**config.mk**
```make
export PLATFORM = sky130hd
export DESIGN_NAME = lsu_arb
export DESIGN_NICKNAME = d
export VERILOG_FILES = /design/src/rtl/lsu_arb.sv
export SDC_FILE = /design/constraint.sdc
export NUM_CORES = 1
export LEC_CHECK = 0
export CORE_MARGIN = 3
export CORE_UTILIZATION = 34
export CTS_CLUSTER_SIZE = 8
export DETAILED_ROUTE_END_ITERATION = 8
export GPL_TIMING_DRIVEN = 0
export PLACE_DENSITY = 0.84
export SLEW_MARGIN = 20
export SYNTH_ARGS = -nofsm -noshare
export SYNTH_HDL_FRONTEND = slang
export SYNTH_SLANG_ARGS = --single-unit
export TNS_END_PERCENT = 5
```
**constraint.sdc**
```tcl
create_clock -name clk -period 2 [get_ports clk]
set_clock_uncertainty 0.05 [all_clocks]
set_input_delay 0.4 -clock clk [delete_from_list [all_inputs] [get_ports clk]]
set_output_delay 0.4 -clock clk [all_outputs]
set_load 0.05 [all_outputs]
```
**src/rtl/lsu_arb.sv**
```systemverilog
// lsu_arb: two-master arbiter in front of the lsu data port, one lsu access cycle per grant.
// Define LSU_ARB_RR_EN for round-robin tie breaking; otherwise m0 has fixed priority.
module lsu_arb #(
    parameter int ADDR_W = 12,
    parameter int DATA_W = 32
) (
    input  logic              clk,
    input  logic              rst,
    input  logic              m0_req,
    input  logic [ADDR_W-1:0] m0_addr,
    input  logic [DATA_W-1:0] m0_wdata,
    input  logic              m0_wren,
    input  logic [2:0]        m0_rwsel,
    input  logic              m1_req,
    input  logic [ADDR_W-1:0] m1_addr,
    input  logic [DATA_W-1:0] m1_wdata,
    input  logic              m1_wren,
    input  logic [2:0]        m1_rwsel,
    output logic              m0_ack,
    output logic              m1_ack,
    output logic [DATA_W-1:0] m_rdata,
    output logic [ADDR_W-1:0] lsu_addr,
    output logic [DATA_W-1:0] lsu_wdata,
    output logic              lsu_wren,
    output logic [2:0]        lsu_rwsel,
    input  logic [DATA_W-1:0] lsu_rdata,
    output logic [1:0]        gnt
);
    localparam logic [2:0] IDLE = 3'b001;
    localparam logic [2:0] ACC  = 3'b010;
    localparam logic [2:0] RESP = 3'b100;

    logic [2:0] state;
    logic [1:0] owner, cand, win;
    logic       acc;

    assign acc  = state[1];
    // the owner's req is stale during RESP, so it cannot re-win there
    assign cand = state[2] ? ({m1_req, m0_req} & ~owner) : state[0] ? {m1_req, m0_req} : 2'b00;

`ifdef LSU_ARB_RR_EN
    logic ptr;
    assign win = (&cand) ? (ptr ? 2'b01 : 2'b10) : cand;
    always_ff @(posedge clk or negedge rst) begin
        if (!rst)
            ptr <= 1'b1;
        else if (|win)
            ptr <= win[1];
    end
`else
    assign win = cand[0] ? 2'b01 : cand;
`endif

    always_ff @(posedge clk or negedge rst) begin
        if (!rst) begin
            state   <= IDLE;
            owner   <= 2'b00;
            m_rdata <= '0;
        end else begin
            state <= (|win) ? ACC : acc ? RESP : IDLE;
            owner <= (|win) ? win : acc ? owner : 2'b00;
            if (acc)
                m_rdata <= lsu_rdata;
        end
    end

    assign gnt       = owner;
    assign m0_ack    = state[2] & owner[0];
    assign m1_ack    = state[2] & owner[1];
    assign lsu_addr  = acc ? (owner[1] ? m1_addr : m0_addr) : '0;
    assign lsu_wdata = acc ? (owner[1] ? m1_wdata : m0_wdata) : '0;
    assign lsu_wren  = acc & (owner[1] ? m1_wren : m0_wren);
    assign lsu_rwsel = acc ? (owner[1] ? m1_rwsel : m0_rwsel) : 3'b000;
endmodule

```
# --- After elaboration in Yosys (flattened, before gate mapping) ---
# Index checks and enable logic that the tools add are counted.
op_classes:
  n_eq_ne: 1
  mux: 14
  n_reduce_logical: 1
  n_bitwise: 5
op_table:
  columns: ["cell", "count"]
  rows:
  - ["32-bit 2-to-1 mux", 2]
  - ["12-bit 2-to-1 mux", 2]
  - ["3-bit 2-to-1 mux", 4]
  - ["2-bit 2-to-1 mux", 5]
  - ["1-bit AND", 3]
  - ["2-bit AND", 1]
  - ["2-bit by 1-bit != test with 1-bit output (second input constant)", 1]
  - ["2-bit NOT", 1]
  - ["2-bit OR reduction", 1]
  - ["1-bit 2-to-1 mux", 1]
totals:
  out_inout_bits: 84
  input_bits: 132
  reg_bits: 37
  elab_cells: 24

# --- Depth between registers and ports, before layout ---
# Gate-level depths: netlist (run 1).
depth:
  word_depth: 6
  ltp_mapped: 4
  ltp_nobuf: 3

# --- Worst setup path before layout (run 1) ---
# No wires, ideal clock.
synth_path:
  path_kind: "register to output"
  from: "register owner[1], in the netlist gnt[1]"
  to: "output lsu_addr[0]"
  path_slack_ns: -0.244
  stages_incl_launch_ff: 5
  arrival_time_ns: 1.794
  required_time_ns: 1.550
  n_path_buf: 2
  path_cell_list: "dfrtp_1 buf_4 buf_6 mux2i_1 nor2b_1"
synth_via:
  elab_chain_len: 2
synth_rtl:
  columns: ["item", "line_no", "source"]
  rows:
  - ["from (decl)", "34", "logic [1:0] owner, cand, win;"]
  - ["from (signal assigned)", "61", "owner <= (|win) ? win : acc ? owner : 2'b00;"]
  - ["12-bit 2-to-1 mux (2 in a row)", "70", "assign lsu_addr = acc ? (owner[1] ? m1_addr : m0_addr) : '0;"]
  - ["to (decl)", "22", "output logic [ADDR_W-1:0] lsu_addr,"]
# Every way passes these cells.

# --- Worst setup path after layout (run 1) ---
layout_path:
  from: "register owner[1], in the netlist gnt[1]"
  to: "output lsu_wdata[31]"
layout_via:
  elab_chain_len: 2
layout_rtl:
  columns: ["item", "line_no", "source"]
  rows:
  - ["32-bit 2-to-1 mux (2 in a row)", "71", "assign lsu_wdata = acc ? (owner[1] ? m1_wdata : m0_wdata) : '0;"]
  - ["to (decl)", "23", "output logic [DATA_W-1:0] lsu_wdata,"]
# Every way passes these cells.

==> results of run 1 <==
-- logic make-up after synthesis --
kind of cell | after synthesis | synth area share [%]
AOI/OAI and AO/OA | 6 | 2.379
buffers and inverters | 15 | 5.391
DFF | 37 | 39.16
muxes | 80 | 36.79
and+or+nand+nor | 60 | 16.28
-- path summary, 6_finish.rpt --
kind                                   from       endpoint  slack, ns  depth (start not counted)
min in group clk                m_rdata[20]    m_rdata[20]       0.46                          1
worst min-delay path                    rst    m_rdata[22]       0.45                          2
worst min register to register  m_rdata[20]    m_rdata[20]       0.46                          1
max in group asynchronous               rst       state[0]       0.97                          3
worst max register to register     state[1]     m_rdata[4]       0.81                          3
worst max-delay path                 gnt[1]  lsu_wdata[31]       0.04                          5
-- repair_timing --
| action | CTS | global route |
|---|---|---|
| hold buffers | 1 | 0 |
| endpoints found under the hold margin | 5 | 0 |
| cloned | 0 | 0 |
| setup endpoints to repair | 50 | 47 |
| gates resized for setup | 182 | 100 |
-- worst reg2reg max path, delay by kind of cell (launching register included) --
kind                   cells  cell delay (ns)
buffers and inverters      2             0.34
flip-flops                 1             0.39
multiplexers               1             0.31
-- flip-flops by register name, summed over array words and instances (netlist names) --
register and count:
gnt 2, m_rdata 32, state 3
-- layer usage --
metal,global-route usage (%),vias up,part of all wire (%)
met4,3.789,0,1.0
met3,5.622,7,8.3
met5,0,-,0
met2,37.11,106,56
met1,19.53,1080,34
li1,-,1122,-
-- cell usage in the layout, fill, tap and decap left out, types with 2 or more instances in the layout --
cell and n:
sky130_fd_sc_hd__clkdlybuf4s50_1 163, sky130_fd_sc_hd__mux2i_1 40, sky130_fd_sc_hd__nor2b_2 40, sky130_fd_sc_hd__dfrtp_1 36, sky130_fd_sc_hd__buf_2 27, sky130_fd_sc_hd__clkbuf_4 25, sky130_fd_sc_hd__mux2_2 24, sky130_fd_sc_hd__nor2b_1 9
sky130_fd_sc_hd__mux2i_2 8, sky130_fd_sc_hd__mux2_4 8, sky130_fd_sc_hd__buf_6 6, sky130_fd_sc_hd__clkbuf_8 6, sky130_fd_sc_hd__clkbuf_2 2, sky130_fd_sc_hd__buf_8 2, sky130_fd_sc_hd__or2_1 2, sky130_fd_sc_hd__and2_1 2
sky130_fd_sc_hd__buf_4 2, sky130_fd_sc_hd__o21ai_0 2
-- report_power, final --
| group | internal [mW] | switching [mW] | total (mW) |
|---|---|---|---|
| clock network | 0.273 | 0.237 | 0.510 |
| logic | 2.22 | 3.48 | 5.70 |
| registers | 1.14 | 0.194 | 1.33 |
| total | 3.63 | 3.91 | 7.54 |
-- cell type report --
cell class,count,area [µm²],area share [%]
well taps,77,96.34,2.050
flip-flops and latches,37,927.1,19.73
clock buffers,7,86.33,1.837
multi-input cells,146,1450,30.86
repair buffers,217,2002,42.60
plain buffers,15,137.6,2.929
-- through the flow --
stage	hold WS (ns)	setup WS [ns]	util, %	instances
floorplan	0.05441	-0.2329	-	198
global placement	0.4377	-0.3733	72.32	490
detailed placement	0.1900	-0.3503	72.55	491
CTS	0.4306	-0.1171	73.66	499
global route	0.4626	-0.03769	71.95	499
finish	0.4537	0.04369	71.95	499
==> out/results.md, run 1 <==
| Group | Quantity | Reported |
|:---|:---|:---|
| critical path | Critical path's most frequent cell | sky130_fd_sc_hd__buf_6 |
| critical path | Slowest stage cell, crit path | sky130_fd_sc_hd__dfrtp_1 |
| timing | Setup TNS | 0 ns |
| worst hold path | Min-delay worst type | primary input to async pin |
| clocking | Clock-pin slew on the worst setup and hold paths | 0.07 ns |
| timing | Finish-stage setup viols | 0 |
| placement | Gp weighted congestion | 0.8178 |
| final layout | Number of filler instances in the final layout | 514 |
| final layout | Area Growth Syn to Fin | 98.52% |
| yosys | Top cell types by occurrence after synthesis | sky130_fd_sc_hd__nor2b_1, sky130_fd_sc_hd__mux2i_1, sky130_fd_sc_hd__dfrtp_1, sky130_fd_sc_hd__mux2_2, sky130_fd_sc_hd__mux2_4 |
| clocking | Maximum buffer depth of the clock tree | 2 |
| yosys | Fraction of synthesized cell area taken by the top area cell type | 38.05% |
| yosys | Register bit count reported by yosys | 37 |
| clocking | Count of H-tree levels built during CTS | 2 |
| detailed routing | Remaining number of nets flagged by the antenna check after routing | 0 |
| clocking | Total number of clock tree sinks | 37 |
| yosys | Yosys warning total | 0 |
| timing | Max Slew Vio Count | 0 |
| placement | Sum of net half-perimeters after detailed placement | 6748 µm |
| job | Reported max-cap violation count | 0 |
| detailed routing | Vias after detailed routing | 2315 |
| global routing | Combined global-route utilization of all metal layers | 18.86% |
| detailed routing | Per-cell via count in the routed design | 4.639 |
| critical path | CP bufs+invs | 3 |
| final layout | Non-Filler Cell Area, Final | 0.004700 mm² |
| yosys | Cell with the most instances after synthesis | sky130_fd_sc_hd__nor2b_1 |
| detailed routing | Initial DRC count | 26 |
| critical path | Cell family with most CP delay | buffers and inverters |
| critical path | Crit path capture type | output pin |
| placement | Port Buffer Count | 215 |
| global routing | Number of antenna violations at the first check in global routing | 0 |
| timing | Final Cycle Share | 97.82% |
| yosys | Synth area leaders | sky130_fd_sc_hd__dfrtp_1, sky130_fd_sc_hd__mux2i_1, sky130_fd_sc_hd__nor2b_1 |
| placement | Cell area reported after detailed placement | 0.004738 mm² |
| floorplanning | Overall die width | 89.44 µm |
| timing | Clock period minus final worst setup slack | 1.956 ns |
| pwr | Pwr Density | 1605 mW/mm² |
| global routing | First-pass GRT wire length | 11640 µm |
| yosys | Syn avg cell area | 11.96 µm² |
| timing | Worst-margin pin slew | 0.5414 ns |
| clocking | Setup bufs post-CTS | 0 |
| yosys | Largest area contributor in the synthesized netlist | sky130_fd_sc_hd__dfrtp_1 |
| timing | Maximum frequency from static timing analysis | 511.2 MHz |
| yosys | Number of cells produced by synthesis | 198 |
| global routing | Pin count of the biggest net entering global routing | 33 |
| clocking | Clk_lat worst skew | 0.27 ns |
| yosys | Top flip-flop cell by instance count after synthesis | sky130_fd_sc_hd__dfrtp_1 |
| outcome | Status | complete, but fails checks |
| floorplanning | Height of the die | 89.44 µm |
| final layout | Net count reported at finish | 554 |
| yosys | Combined area of all synthesized cells | 0.002367 mm² |
| critical path | CP startpoint kind | flop |
| timing | Final hold violation count | 0 |
| critical path | Startpoint-to-endpoint class of the critical path | flop to output pin |
| critical path | Worst EP required | 1.55 ns |
| critical path | Biggest cell delay along the critical path | 0.36 ns |
| detailed routing | 1st-pass router iterations | 6 |
| critical path | Worst-path maximum fanout | 10 |
| floorplanning | Core Area | 0.006531 mm² |
| critical path | Chain of cells forming the critical path | buf_6 -> buf_6 -> mux2i_2 -> nor2b_2 -> buf_2 |
| final layout | Ratio of cells with drive above 1 in the final layout | 37.68% |
| floorplanning | Initial core utilization | 36.25% |
| timing | Worst slew slack as a fraction of its limit | 63.84% |
| pwr | Worst vdd rail ir drop | 0.7370 mV |
| yosys | Number of flops mapped to enable cells by yosys | 0 |
| detailed routing | Detailed Route WL | 7950 µm |
| pwr | Sum of internal, switching and leakage power | 7.543 mW |
| yosys | Unique masters post-synth | 24 |
| floorplanning | Ports placed on the boundary | 216 |
| yosys | Async set-or-reset flop fraction in the synthesized netlist | 100.0% |
| floorplanning | Floorplan row count | 29 |
| yosys | Sequential element share of the synthesized area | 39.16% |
| global routing | Aggregate global routing overflow | 0 |
| global routing | Via count of the first global-routing pass | 2381 |
| yosys | Net Count, Synth | 330 |
| critical path | Worst path arrival time | 1.51 ns |
| final layout | # diodes | 0 |
| outcome | Violated checks | DRC |
| floorplanning | Area enclosed by the die boundary | 0.008000 mm² |
| pwr | Leakage dissipation | 1.992 nW |
| detailed routing | Drt wl/cell | 15.93 µm |
| detailed routing | Remaining routing DRC violations | 2 |
| clocking | TritonCTS clock tree | built |
| timing | Unrepaired setup endpoints after global routing | yes |
| clocking | Number of clock buffers inserted by TritonCTS | 5 |
| clocking | CTS root buf | sky130_fd_sc_hd__clkbuf_8 |
(Power assumes the default switching activity.)
==> run 2, diff against run 1 <==
Settings changed: CTS_BUF_LIST from default to sky130_fd_sc_hd__clkbuf_2.
==> run 2 against run 1 <==
Compared with the run above:
- the run ends with setup timing left
- count of clock-buffer cells in the layout down 1
- die area unchanged
- sequential power about the same
- cell count up 0.20%
- non-clock buffer count up 1
- sequential cell count unchanged
- final area up 4.3%
- hold slack worse by 0.12 ns
==> out/results.md, run 2 (synthesized netlist as in run 1, its figures left out) <==
| Group | Quantity | Reported |
|:---|:---|:---|
| outcome | Status | complete, but fails checks |
| outcome | Violated checks | setup timing |
| final layout | Net count reported at finish | 555 |
| clocking | Setup bufs post-CTS | 0 |
| critical path | Chain of cells forming the critical path | buf_12 -> buf_12 -> mux2i_4 -> nor2b_2 -> buf_6 |
| critical path | Worst-path maximum fanout | 10 |
| pwr | Worst vdd rail ir drop | 0.7872 mV |
| global routing | Most heavily used metal layer in global routing | met2 |
| critical path | CP bufs+invs | 3 |
| placement | Sum of net half-perimeters after detailed placement | 6748 µm |
| timing | Worst-margin pin slew | 0.5345 ns |
| critical path | Biggest cell delay along the critical path | 0.44 ns |
| detailed routing | Vias after detailed routing | 2358 |
| global routing | Via count of the first global-routing pass | 2380 |
| critical path | Cell family with most CP delay | buffers and inverters |
| final layout | Most frequent cells in the layout | sky130_fd_sc_hd__clkdlybuf4s50_1, sky130_fd_sc_hd__nor2b_2, sky130_fd_sc_hd__dfrtp_1 |
| global routing | First-pass GRT wire length | 11720 µm |
| final layout | Most frequent standard cell in the layout excluding fill and tap cells | sky130_fd_sc_hd__clkdlybuf4s50_1 |
| final layout | Core utilization of the finished layout | 75.06% |
| detailed routing | Remaining number of nets flagged by the antenna check after routing | 0 |
| clocking | Maximum buffer depth of the clock tree | 2 |
| global routing | Met3 Resource Use GR | 6.728% |
| job | Reported max-cap violation count | 0 |
| detailed routing | 1st-pass router iterations | 4 |
| timing | Final hold violation count | 0 |
| timing | Unrepaired setup endpoints after global routing | yes |
| detailed routing | Per-cell via count in the routed design | 4.716 |
| timing | Max Slew Vio Count | 0 |
| global routing | Pin count of the biggest net entering global routing | 33 |
| critical path | Startpoint-to-endpoint class of the critical path | flop to output pin |
| floorplanning | Ports placed on the boundary | 216 |
| clocking | Total number of clock tree sinks | 37 |
| placement | Number of placed instances, taps included | 491 |
| critical path | Slowest stage cell, crit path | sky130_fd_sc_hd__dfrtp_1 |
| global routing | Number of antenna violations at the first check in global routing | 0 |
| critical path | R2R setup slack | 0.80 ns |
| detailed routing | Remaining routing DRC violations | 0 |
| critical path | Worst path arrival time | 1.61 ns |
| clocking | Number of clock buffers inserted by TritonCTS | 5 |
| detailed routing | Initial DRC count | 31 |
| critical path | Crit path capture type | output pin |
| placement | Gp weighted congestion | 0.8178 |
| floorplanning | Area enclosed by the die boundary | 0.008000 mm² |
| floorplanning | Floorplan row count | 29 |
| clocking | CTS root buf | sky130_fd_sc_hd__clkbuf_2 |
| worst hold path | Min-delay worst type | primary input to async pin |
| floorplanning | Core Area | 0.006531 mm² |
| detailed routing | Drt wl/cell | 16.74 µm |
| critical path | Critical path's most frequent cell | sky130_fd_sc_hd__buf_12 |
| critical path | CP startpoint kind | flop |
| global routing | Aggregate global routing overflow | 0 |
| final layout | Number of flip-flops under the largest register name | 32 |
| clocking | Clock-pin slew on the worst setup and hold paths | 0.17 ns |
| final layout | Ratio of cells with drive above 1 in the final layout | 39.95% |
| global routing | Met2 layer usage reported by global route | 37.17% |
| clocking | TritonCTS clock tree | built |
| clocking | Count of H-tree levels built during CTS | 2 |
| clocking | Clk_lat worst skew | 0.37 ns |
| pwr | Leakage dissipation | 2.084 nW |
| pwr | Pwr Density | 1540 mW/mm² |
| timing | Setup slack after layout | -0.06306 ns |
| placement | Port Buffer Count | 215 |
| global routing | Met1 usage | 19.58% |
| final layout | Non-Filler Instances | 500 |
| timing | Setup TNS | -0.7034 ns |
| critical path | Crit Reg-Reg Startpoint | state[1] |
| final layout | # diodes | 0 |
| floorplanning | Overall die width | 89.44 µm |
| floorplanning | Initial core utilization | 36.25% |
| timing | Finish-stage setup viols | 30 |
| timing | Worst slew slack as a fraction of its limit | 64.51% |
| detailed routing | Detailed Route WL | 8369 µm |
| final layout | Area Growth Syn to Fin | 107.1% |
| placement | Post-place setup slack | -0.3503 ns |
| timing | Maximum frequency from static timing analysis | 484.7 MHz |
| final layout | Largest Register | m_rdata |
| critical path | Worst EP required | 1.55 ns |
| timing | Clock period minus final worst setup slack | 2.063 ns |
| floorplanning | Height of the die | 89.44 µm |
| timing | Worst-case hold slack | 0.3303 ns |
| critical path | Worst reg2reg path depth | 3 |
| timing | Final Cycle Share | 103.2% |
| global routing | Combined global-route utilization of all metal layers | 19.19% |
| critical path | Capturing point of the worst reg2reg path | m_rdata[4] |
## run 2: worst max path at each step
| stage | start | end | slack, ns | cells past startpoint |
|---|---|---|---|---|
| after detailed placement | m1_addr[10] | lsu_addr[10] | -0.35 | 4 |
| after global routing | gnt[1] | lsu_wdata[1] | -0.17 | 5 |
| final | gnt[1] | lsu_wdata[31] | -0.06 | 5 |
| after global placement | rst | m_rdata[11] | -0.37 | 1 |
| after CTS | gnt[1] | lsu_addr[2] | -0.22 | 5 |
| after floorplan | gnt[1] | lsu_wdata[21] | -0.23 | 4 |
## run 2: layout make-up
type | count | area (µm²)
clock buffer | 6 | 30.03
sequential | 37 | 927.1
fill | 481 | 1629
timing repair buffer | 218 | 2148
buffer | 15 | 181.4
tap | 77 | 96.34
multi-input combinational | 146 | 1515
clock inverter | 1 | 3.754
## run 2: repair_timing
item,CTS,global route
hold endpoints to repair,29,0
gates resized for setup,239,187
setup endpoints to repair,84,50
hold buffers,1,0
gates cloned,0,1
## run 2: routing by layer
layer | routed length (µm) | vias up
li1 | - | 1127
met1 | 2794 | 1110
met2 | 4698 | 110
met3 | 776 | 11
met4 | 99 | 0
met5 | 0 | -
## run 2: power breakdown
group | total (mW) | switching (mW) | leakage [nW] | internal [mW]
Combinational | 5.93 | 3.59 | 1.62 | 2.34
Clock | 0.307 | 0.225 | 0.0265 | 0.0816
Sequential | 1.31 | 0.185 | 0.435 | 1.13
## run 2: per-stage QoR
step | area [µm²] | total power, mW
2_1_floorplan | 2475 | 5.374
3_3_place_gp | 4723 | 7.197
3_5_place_dp | 4738 | 7.269
4_1_cts | 4746 | 7.260
5_1_grt | 4902 | 7.918
6_report | 4902 | 7.550
==> run 3, diff against run 2 <==
Settings changed: SETUP_SLACK_MARGIN from default to 0.4.
==> run 3 against run 2 <==
Compared with the run above:
- sequential share of layout area down 3.1 points
- clock power up 13%
- the flow still finishes with violations (setup timing)
- sequential power about the same
- cell count up 1.2%
- setup slack worse by 0.11 ns
- count of clock-buffer cells in the layout unchanged
- die area unchanged
- non-clock buffer count up 5
- via count up 7.7%
- maximum frequency down 4.9%
- first-iteration DRC count up 90%
==> out/results.md, run 3 (synthesized netlist as in run 1, its figures left out) <==
| Group | Quantity | Reported |
|:---|:---|:---|
| clocking | Number of clock buffers inserted by TritonCTS | 5 |
| global routing | First-pass GRT wire length | 13180 µm |
| detailed routing | Drt wl/cell | 22.48 µm |
| pwr | Sum of internal, switching and leakage power | 9.090 mW |
| floorplanning | Initial core utilization | 36.25% |
| outcome | Status | complete, but fails checks |
| clocking | Clk_lat worst skew | 0.39 ns |
| global routing | Number of antenna violations at the first check in global routing | 0 |
| global routing | Aggregate global routing overflow | 0 |
| timing | Worst-margin pin slew | 0.5920 ns |
| timing | Worst slew slack as a fraction of its limit | 60.69% |
| pwr | Total net switching power | 4.621 mW |
| detailed routing | Per-cell via count in the routed design | 5.020 |
| timing | Clock period minus final worst setup slack | 2.169 ns |
| timing | Maximum frequency from static timing analysis | 461.0 MHz |
| floorplanning | Floorplan row count | 29 |
| floorplanning | Core Area | 0.006531 mm² |
| detailed routing | Vias after detailed routing | 2540 |
| final layout | Number of flip-flops under the largest register name | 32 |
| floorplanning | Height of the die | 89.44 µm |
| floorplanning | Area enclosed by the die boundary | 0.008000 mm² |
| pwr | Clock power share | 3.8% |
| pwr | Pwr Density | 1550 mW/mm² |
| pwr | Sequential share of power | 14.8% |
| timing | Finish-stage setup viols | 49 |
| critical path | R2R setup slack | 0.71 ns |
| placement | Cell area reported after detailed placement | 0.005005 mm² |
| clocking | TritonCTS clock tree | built |
| timing | Setup slack after layout | -0.1692 ns |
| detailed routing | Remaining number of nets flagged by the antenna check after routing | 0 |
| timing | Final Cycle Share | 108.5% |
| timing | Unrepaired setup endpoints after global routing | yes |
| placement | Port Buffer Count | 215 |
| critical path | Startpoint-to-endpoint class of the critical path | flop to output pin |
| timing | Max Slew Vio Count | 0 |
| placement | Sum of net half-perimeters after detailed placement | 7176 µm |
| pwr | Cell-internal power | 4.469 mW |
| clocking | Setup bufs post-CTS | 0 |
| clocking | Count of H-tree levels built during CTS | 2 |
| global routing | Combined global-route utilization of all metal layers | 21.81% |
| pwr | Power share of the combinational group | 81.4% |
| global routing | Pin count of the biggest net entering global routing | 24 |
| clocking | Total number of clock tree sinks | 37 |
| placement | Number of placed instances, taps included | 491 |
| final layout | Non-Filler Cell Area, Final | 0.005864 mm² |
| critical path | CP startpoint kind | flop |
| placement | Post-place setup slack | -0.4419 ns |
| final layout | # diodes | 0 |
| job | Reported max-cap violation count | 0 |
| final layout | Most frequent cells in the layout | sky130_fd_sc_hd__clkdlybuf4s50_1, sky130_fd_sc_hd__nor2b_4, sky130_fd_sc_hd__mux2i_4 |
| detailed routing | 1st-pass router iterations | 4 |
| timing | Final hold violation count | 0 |
| final layout | Most frequent standard cell in the layout excluding fill and tap cells | sky130_fd_sc_hd__clkdlybuf4s50_1 |
| final layout | Net count reported at finish | 560 |
| clocking | Maximum buffer depth of the clock tree | 2 |
| worst hold path | Min-delay worst type | primary input to async pin |
| final layout | Non-Filler Instances | 506 |
| floorplanning | Ports placed on the boundary | 216 |
| critical path | Worst path arrival time | 1.72 ns |
| global routing | Via count of the first global-routing pass | 2632 |
| final layout | Area Growth Syn to Fin | 147.7% |
| pwr | Leakage dissipation | 2.352 nW |
| placement | Gp weighted congestion | 0.7365 |
| final layout | Ratio of cells with drive above 1 in the final layout | 58.51% |
| critical path | Crit path capture type | output pin |
| critical path | Worst-path maximum fanout | 5 |
| floorplanning | Overall die width | 89.44 µm |
| clocking | Clock-pin slew on the worst setup and hold paths | 0.20 ns |
| detailed routing | Initial DRC count | 59 |
| clocking | CTS root buf | sky130_fd_sc_hd__clkbuf_2 |
| detailed routing | Remaining routing DRC violations | 0 |
| final layout | Number of filler instances in the final layout | 239 |
| pwr | Switching portion of total power | 50.83% |
| final layout | Largest Register | m_rdata |
| pwr | Worst vdd rail ir drop | 0.8923 mV |
| detailed routing | Detailed Route WL | 11380 µm |
| critical path | Worst EP required | 1.55 ns |
| outcome | Violated checks | setup timing |
| timing | Worst-case hold slack | 0.3882 ns |
==> run 3: changes by cell type in the layout (fill, tap and decap cells not counted), sizes merged <==
| cell | before | now |
|---|---|---|
| buf | 60 | 98 |
| clkinv | 1 | 2 |
| dlygate4sd2 | 34 | 1 |
==> run 3: worst max-delay path, stage by stage, from the launching register on <==
cell and delay, ns:
sky130_fd_sc_hd__dfrtp_2 0.49, sky130_fd_sc_hd__clkbuf_16 0.18, sky130_fd_sc_hd__clkbuf_16 0.18, sky130_fd_sc_hd__mux2i_4 0.19
sky130_fd_sc_hd__nor2b_4 0.13, sky130_fd_sc_hd__buf_6 0.16
==> run 3: layout make-up <==
type,count,area (µm²),area share [%]
buffer,15,216.5,3.691
clock buffer,6,30.03,0.5121
clock inverter,2,10.01,0.1707
multi-input combinational,146,2268,38.68
sequential,37,928.4,15.83
tap,77,96.34,1.643
timing repair buffer,223,2315,39.47
==> run 3: path summary, 6_finish.rpt <==
path	startpoint	endpoint	cells after the start
setup / recovery	gnt[1]	lsu_wdata[5]	5
hold / removal	rst	state[2]	2
setup reg to reg	state[0]	gnt[0]	3
hold reg to reg	m_rdata[14]	m_rdata[14]	1
min in group clk	m_rdata[14]	m_rdata[14]	1
max in group asynchronous	rst	m_rdata[25]	3
==> run 3: repair_timing <==
| item | in CTS | in global routing |
|---|---|---|
| pin swaps | 1 | 1 |
| hold endpoints to repair | 13 | 0 |
| endpoints found under the setup margin | 84 | 64 |
| cloned | 1 | 5 |
| resized for setup | 568 | 86 |
| hold buffers | 1 | 0 |
==> run 3: power by group through the flow <==
stage	Sequential [mW]	Clock (mW)	Combinational [mW]
after floorplan	2.57	0	3.21
after global placement	1.32	0	6.28
after detailed placement	1.35	0	6.34
after CTS	1.32	0.343	6.82
after global routing	1.39	0.383	7.64
final	1.34	0.346	7.40
==> run 3: per-layer routing <==
layer,vias up,global-route usage [%],routed length (µm)
met3,14,8.018,1016
met4,0,4.736,165
li1,1149,-,-
met5,-,0,0
met2,152,42.20,6407
met1,1225,22.10,3786
==> run 3: metrics by stage <==
step	TNS [ns]	util [%]
after global placement	-29.74	76.28
after global routing	-10.60	89.79
after floorplan	0	-
after detailed placement	-17.40	76.63
final	-6.575	89.79
after CTS	-5.470	84.29
